<file path="src/rtl/router_fsm.sv">
// router_fsm: control state machine for the 1x3 packet router.
// Sequences header decode, payload load, FIFO-full hold and parity check
// for each packet, and drives the datapath strobes and the busy stall.
//
// Optional feature macro: ROUTER_FSM_DROP_EN
//   When defined, packets to address 3 are discarded in a DROP_PACKET
//   state and pkt_drop pulses once as the packet ends. When undefined,
//   address 3 is simply never accepted and pkt_drop is tied low.
//
// Parameters:
//   ONEHOT  0 = binary state code, 1 = one-hot state code (same behaviour)
//
// Ports:
//   clock              system clock, rising edge
//   resetn             asynchronous active-low reset
//   pkt_valid          source has a packet byte on data_in
//   data_in[1:0]       destination address field of the header byte
//   fifo_full          selected destination FIFO is full
//   fifo_empty_0/1/2   destination FIFO k is empty
//   soft_reset_0/1/2   destination FIFO k timed out
//   parity_done        datapath has captured the packet parity
//   low_pkt_valid      datapath saw pkt_valid drop during a load
//   busy               stall the source
//   detect_add         in DECODE_ADDRESS
//   lfd_state          in LOAD_FIRST_DATA
//   ld_state           in LOAD_DATA
//   laf_state          in LOAD_AFTER_FULL
//   full_state         in FIFO_FULL_STATE
//   write_enb_reg      datapath byte is written to the FIFO this cycle
//   rst_int_reg        in CHECK_PARITY_ERROR
//   pkt_drop           one-cycle pulse after a dropped packet ends
module router_fsm #(
  parameter int ONEHOT = 0
) (
  input  logic       clock,
  input  logic       resetn,
  input  logic       pkt_valid,
  input  logic [1:0] data_in,
  input  logic       fifo_full,
  input  logic       fifo_empty_0,
  input  logic       fifo_empty_1,
  input  logic       fifo_empty_2,
  input  logic       soft_reset_0,
  input  logic       soft_reset_1,
  input  logic       soft_reset_2,
  input  logic       parity_done,
  input  logic       low_pkt_valid,
  output logic       busy,
  output logic       detect_add,
  output logic       lfd_state,
  output logic       ld_state,
  output logic       laf_state,
  output logic       full_state,
  output logic       write_enb_reg,
  output logic       rst_int_reg,
  output logic       pkt_drop
);

`ifdef ROUTER_FSM_DROP_EN
  localparam int NS = 9;
`else
  localparam int NS = 8;
`endif
  localparam int SW = (ONEHOT != 0) ? NS : ((NS > 8) ? 4 : 3);

  function automatic logic [SW-1:0] enc(input int idx);
    if (ONEHOT != 0) return SW'(1) << idx;
    else             return SW'(idx);
  endfunction

  function automatic logic is_st(input logic [SW-1:0] s, input logic [SW-1:0] code);
    if (ONEHOT != 0) return |(s & code);
    else             return s == code;
  endfunction

  localparam logic [SW-1:0] ST_DA  = enc(0);
  localparam logic [SW-1:0] ST_LFD = enc(1);
  localparam logic [SW-1:0] ST_LD  = enc(2);
  localparam logic [SW-1:0] ST_LP  = enc(3);
  localparam logic [SW-1:0] ST_FFS = enc(4);
  localparam logic [SW-1:0] ST_LAF = enc(5);
  localparam logic [SW-1:0] ST_WTE = enc(6);
  localparam logic [SW-1:0] ST_CPE = enc(7);
`ifdef ROUTER_FSM_DROP_EN
  localparam logic [SW-1:0] ST_DROP = enc(8);
`endif

  logic [SW-1:0] state, state_nxt;
  logic [1:0]    addr;
  logic st_da, st_lfd, st_ld, st_lp, st_ffs, st_laf, st_wte, st_cpe, st_drop;
  logic empty_sel, soft_sel;

  assign st_da  = is_st(state, ST_DA);
  assign st_lfd = is_st(state, ST_LFD);
  assign st_ld  = is_st(state, ST_LD);
  assign st_lp  = is_st(state, ST_LP);
  assign st_ffs = is_st(state, ST_FFS);
  assign st_laf = is_st(state, ST_LAF);
  assign st_wte = is_st(state, ST_WTE);
  assign st_cpe = is_st(state, ST_CPE);
`ifdef ROUTER_FSM_DROP_EN
  assign st_drop = is_st(state, ST_DROP);
`else
  assign st_drop = 1'b0;
`endif

  // Empty flag and soft reset of the port latched at header time.
  always_comb begin
    empty_sel = 1'b0;
    soft_sel  = 1'b0;
    case (addr)
      2'd0: begin empty_sel = fifo_empty_0; soft_sel = soft_reset_0; end
      2'd1: begin empty_sel = fifo_empty_1; soft_sel = soft_reset_1; end
      2'd2: begin empty_sel = fifo_empty_2; soft_sel = soft_reset_2; end
      default: begin empty_sel = 1'b0; soft_sel = 1'b0; end
    endcase
  end

  // State register and header address latch
  always_ff @(posedge clock or negedge resetn) begin
    if (!resetn) begin
      state <= ST_DA;
      addr  <= 2'd0;
    end else begin
      state <= state_nxt;
      if (st_da && pkt_valid) addr <= data_in;
    end
  end

  // Next-state logic
  always_comb begin
    state_nxt = state;
    if (st_da) begin
      if (pkt_valid) begin
        case (data_in)
          2'd0: state_nxt = fifo_empty_0 ? ST_LFD : ST_WTE;
          2'd1: state_nxt = fifo_empty_1 ? ST_LFD : ST_WTE;
          2'd2: state_nxt = fifo_empty_2 ? ST_LFD : ST_WTE;
`ifdef ROUTER_FSM_DROP_EN
          default: state_nxt = ST_DROP;
`else
          default: state_nxt = ST_DA;
`endif
        endcase
      end
    end else if (st_lfd) begin
      state_nxt = ST_LD;
    end else if (st_ld) begin
      // A full FIFO takes precedence over the end of the packet.
      if (fifo_full)       state_nxt = ST_FFS;
      else if (!pkt_valid) state_nxt = ST_LP;
    end else if (st_ffs) begin
      if (!fifo_full) state_nxt = ST_LAF;
    end else if (st_laf) begin
      if (parity_done)        state_nxt = ST_DA;
      else if (low_pkt_valid) state_nxt = ST_LP;
      else                    state_nxt = ST_LD;
    end else if (st_lp) begin
      state_nxt = ST_CPE;
    end else if (st_cpe) begin
      state_nxt = fifo_full ? ST_FFS : ST_DA;
    end else if (st_wte) begin
      if (empty_sel) state_nxt = ST_LFD;
    end else if (st_drop) begin
      if (!pkt_valid) state_nxt = ST_DA;
    end else begin
      // Unreachable codes recover to the idle state.
      state_nxt = ST_DA;
    end
    // Timed-out destination aborts the packet; a dropped packet has no
    // destination so it is unaffected.
    if (soft_sel && !st_da && !st_drop) state_nxt = ST_DA;
  end

  // Output decode, registered state only
  always_comb begin
    detect_add    = st_da;
    lfd_state     = st_lfd;
    ld_state      = st_ld;
    laf_state     = st_laf;
    full_state    = st_ffs;
    write_enb_reg = st_ld | st_lp | st_laf;
    rst_int_reg   = st_cpe;
    busy          = !(st_da | st_ld | st_drop);
  end

`ifdef ROUTER_FSM_DROP_EN
  // Registered so the pulse coincides with the DA cycle that ends the drop.
  logic drop_q;
  always_ff @(posedge clock or negedge resetn) begin
    if (!resetn) drop_q <= 1'b0;
    else         drop_q <= st_drop && !pkt_valid;
  end
  assign pkt_drop = drop_q;
`else
  assign pkt_drop = 1'b0;
`endif

endmodule

</file>
<file path="config.mk">
export PLATFORM = sky130hd
export DESIGN_NAME = router_fsm
export DESIGN_NICKNAME = d
export VERILOG_FILES = /design/src/rtl/router_fsm.sv
export SDC_FILE = /design/constraint.sdc
export NUM_CORES = 1
export LEC_CHECK = 0
export CORE_AREA = 4 4 41 43
export DETAILED_ROUTE_END_ITERATION = 10
export DIE_AREA = 0 0 45 47
export PLACE_DENSITY = 0.74
export SLEW_MARGIN = 20
export SYNTH_ARGS = -nofsm -noshare
export SYNTH_HDL_FRONTEND = slang
export SYNTH_SLANG_ARGS = --single-unit
</file>
<file path="constraint.sdc">
create_clock -name clock -period 2.1 [get_ports clock]
set_input_delay 0.42 -clock clock [delete_from_list [all_inputs] [get_ports clock]]
set_output_delay 0.42 -clock clock [all_outputs]
set_load 0.005 [all_outputs]
</file>
==> results of run 1 <==
[where the power goes]
| group | internal, mW | leakage, nW | switching (mW) |
|---|---|---|---|
| Clock | 0.0716 | 0.0150 | 0.0361 |
| Combinational | 0.377 | 0.266 | 0.291 |
| Sequential | 0.144 | 0.0606 | 0.0727 |
[critical path, stage by stage (launching register included)]
cell	delay (ns)
dfrtp_1	0.38
buf_4	0.18
nor3_4	0.25
clkdlybuf4s50_1	0.54
[through the flow]
stage,area [µm²],utilization [%]
2_1_floorplan,553,-
3_3_place_gp,788,60.6
3_5_place_dp,788,60.6
4_1_cts,815,62.6
5_1_grt,818,62.9
6_report,818,62.9
[layout make-up]
| class | count | area [µm²] | area share, % |
|---|---|---|---|
| multi-input combinational | 52 | 380 | 46.5 |
| timing repair buffer | 26 | 248 | 30.3 |
| sequential | 5 | 126 | 15.4 |
| clock buffer | 4 | 26.3 | 3.21 |
| inverter | 5 | 18.8 | 2.29 |
| tap | 15 | 18.8 | 2.29 |
[what timing repair did]
item,CTS,global route
resized for setup,0,2
endpoints found under the setup margin,0,3
setup buffers,0,0
[cells in the final DEF, fill, tap and decap left out, types with 2 or more instances in the layout]
cell,instances
mux2i_1,2
a21oi_1,4
o21ai_1,2
o21ai_0,2
nor2_1,4
buf_4,5
clkbuf_4,3
inv_1,5
a211oi_1,2
nand2b_1,8
nor3_1,2
dfrtp_1,4
nand2_1,5
clkdlybuf4s50_1,21
[cell families after synthesis]
family	after synthesis
flip-flops	5
AO/OA/AOI/OAI	19
buffers and inverters	9
AND/OR/NAND/NOR	27
other	1
multiplexers	5
[state kept, by name, indices dropped and copies added (netlist names)]
register,cells
addr,2
state,3
[how the worst min path moves through the flow]
stage,start,endpoint,depth (start not counted)
after floorplan,resetn,addr[0],0
after detailed placement,addr[0],addr[0],1
after global routing,resetn,addr[0],1
after global placement,addr[0],addr[0],1
final,resetn,state[2],1
after CTS,resetn,state[2],1
[synth_stat cells (all sizes together)]
cell,n
a211oi,2
a21oi,5
and2,1
and3,1
buf,4
conb,1
dfrtp,5
inv,5
mux2,3
mux2i,2
nand2,5
nand2b,8
nand3b,1
nor2,5
nor2b,2
nor3,3
o2111ai,1
o211ai,1
o21a,1
o21ai,4
o21ba,1
o22ai,2
o2bb2a,1
o311a,1
or2,1
[metal layers]
layer  up-vias  part of all wire, %
met5         -                    0
met4         0                  1.6
met3         2                   10
met2        27                   49
met1       253                   39
li1        281                    -
==> flow_summary_export.csv, run 1 <==
group,metric,value,unit
status,outcome,"complete, no violations",
critical_path,crit_arrival,1.59,ns
clock_tree,cts_buffers,3,
synthesis,synth_simple_gate_area_share,28.3,%
cells_and_area,diodes,0,
timing,whs,0.398,ns
placed_design,dp_hpwl,1.08,mm
critical_path,r2r-start,"state[1]",
floorplan,die_w,45,µm
placed_design,dp_slack,0.214,ns
floorplan,core_area,1300,µm²
route,dr_total_vias,563,
global_routing,grt_pass1_vias,542,
floorplan,rows,13,
timing,drv_slew,0,
placed_design,place.gp.congestion,0.869,
worst_hold_path,hold_class,"input pin to async pin",
timing,skew,0.00166,ns
power,power_density,1210,nW/µm²
route,remaining_drc_errors,0,
synthesis,netlist-cell-type-count,34,
cells_and_area,nets,107,
route,drtIter0Drc,7,
global_routing,grt_use_met2,28.0,%
timing,min_period,2.01,ns
timing,hold_viol,0,
synthesis,synth-compound-area-share,29.0,%
cells_and_area,fillCellCount,131,
route,ant_nets,0,
clock_tree,hold_buffers,0,
floorplan,start_util,42.5,%
global_routing,track_usage,15.3,%
synthesis,synth_seq_cells,5,
global_routing,busiest_layer,"met2",
critical_path,required,1.68,ns
synthesis,synth_top_area_share,22.6,%
global_routing,antenna_found_initial,0,
route,finalWirelength,1.31,mm
timing,rsz0062_at_grt,"false",
timing,tns,0,ns
synthesis,synth_area,553,µm²
synthesis,ys.warnings.count,0,
floorplan,die_h,47,µm
clock_tree,cts.path.max_buffers,2,
global_routing,met3_usage,6.13,%
placed_design,dp_cells,103,
cells_and_area,area_growth,48.0,%
floorplan,die_area,2120,µm²
critical_path,r2r_cells,5,
floorplan,num_io_pins,23,
synthesis,syn_nets,80,
clock_tree,path_clk_slew,0.04,ns
synthesis,synth_top_family_by_area,"compound AO/OA/AOI/OAI gates",
cells_and_area,drive_gt1_share,21.7,%
synthesis,synth-seq-area-share,22.6,%
critical_path,startpoint_type,"register",
critical_path,crit_fanout,9,
timing,period_share,95.6,%
synthesis,syn_area_per_cell,8.38,µm²
critical_path,startpoint,"state[2]",
power,irDropWorstVdd,0.740,mV
clock_tree,clk_latency,0.24,ns
critical_path,critPathCaptureType,"output port",
timing,fmax,498,MHz
route,vias_per_cell,5.26,
clock_tree,cts_tree,"built",
timing,layout_setup_ws,0.0919,ns
global_routing,grt.overflow.total,0,
critical_path,rrSetupSlack,0.55,ns
cells_and_area,fin_cells,107,
critical_path,r2r_end,"state[1]",
synthesis,synthMuxAreaShare,10.4,%
timing,setup_violations,0,
power,leakagePower,0.342,nW
synthesis,yosys.area_share.adder,0,%
route,drt_first_pass_iters,4,
clock_tree,cts-root-buf,"clkbuf_4",
route,wl_per_cell,12.3,µm
synthesis,synth_xor_area_share,0,%
run,max_cap_viol_count,0,
power,p_total,992,µW
clock_tree,ctsHtreeMaxLevel,1,
placed_design,placement.io_buffers,21,
global_routing,grt_max_degree,10,
synthesis,synth_top_cell_by_area,"dfrtp_1",
global_routing,grt_pass1_wl,2.30,mm
synthesis,syn_inst,66,
critical_path,crit_end,"detect_add",
synthesis,synth_area_leaders,"dfrtp_1 23%, nand2b_1 9.0%, a21oi_1 3.6%, mux2i_1 3.6%, o22ai_4 3.6%",
global_routing,use_met1,15.5,%
clock_tree,cts_sinks,5,
critical_path,setup.worst_path.class,"register to output port",
Power figures use the tool's default switching activity.
==> run 2: changes to the inputs <==
--- a/config.mk
+++ b/config.mk
@@ -6,6 +6,7 @@
 export NUM_CORES = 1
 export LEC_CHECK = 0
 export CORE_AREA = 4 4 41 43
+export CTS_CLUSTER_DIAMETER = 60
 export DETAILED_ROUTE_END_ITERATION = 10
 export DIE_AREA = 0 0 45 47
 export PLACE_DENSITY = 0.74
==> results of run 2 <==
Same layout as run 1: the final DEF is identical, and so are final timing and power.
==> run 3: changes to the inputs <==
--- a/config.mk
+++ b/config.mk
@@ -10,6 +10,7 @@
 export DETAILED_ROUTE_END_ITERATION = 10
 export DIE_AREA = 0 0 45 47
 export PLACE_DENSITY = 0.74
+export SKIP_LAST_GASP = 1
 export SLEW_MARGIN = 20
 export SYNTH_ARGS = -nofsm -noshare
 export SYNTH_HDL_FRONTEND = slang
==> results of run 3 <==
Same layout as run 1: the final DEF is identical, and so are final timing and power.
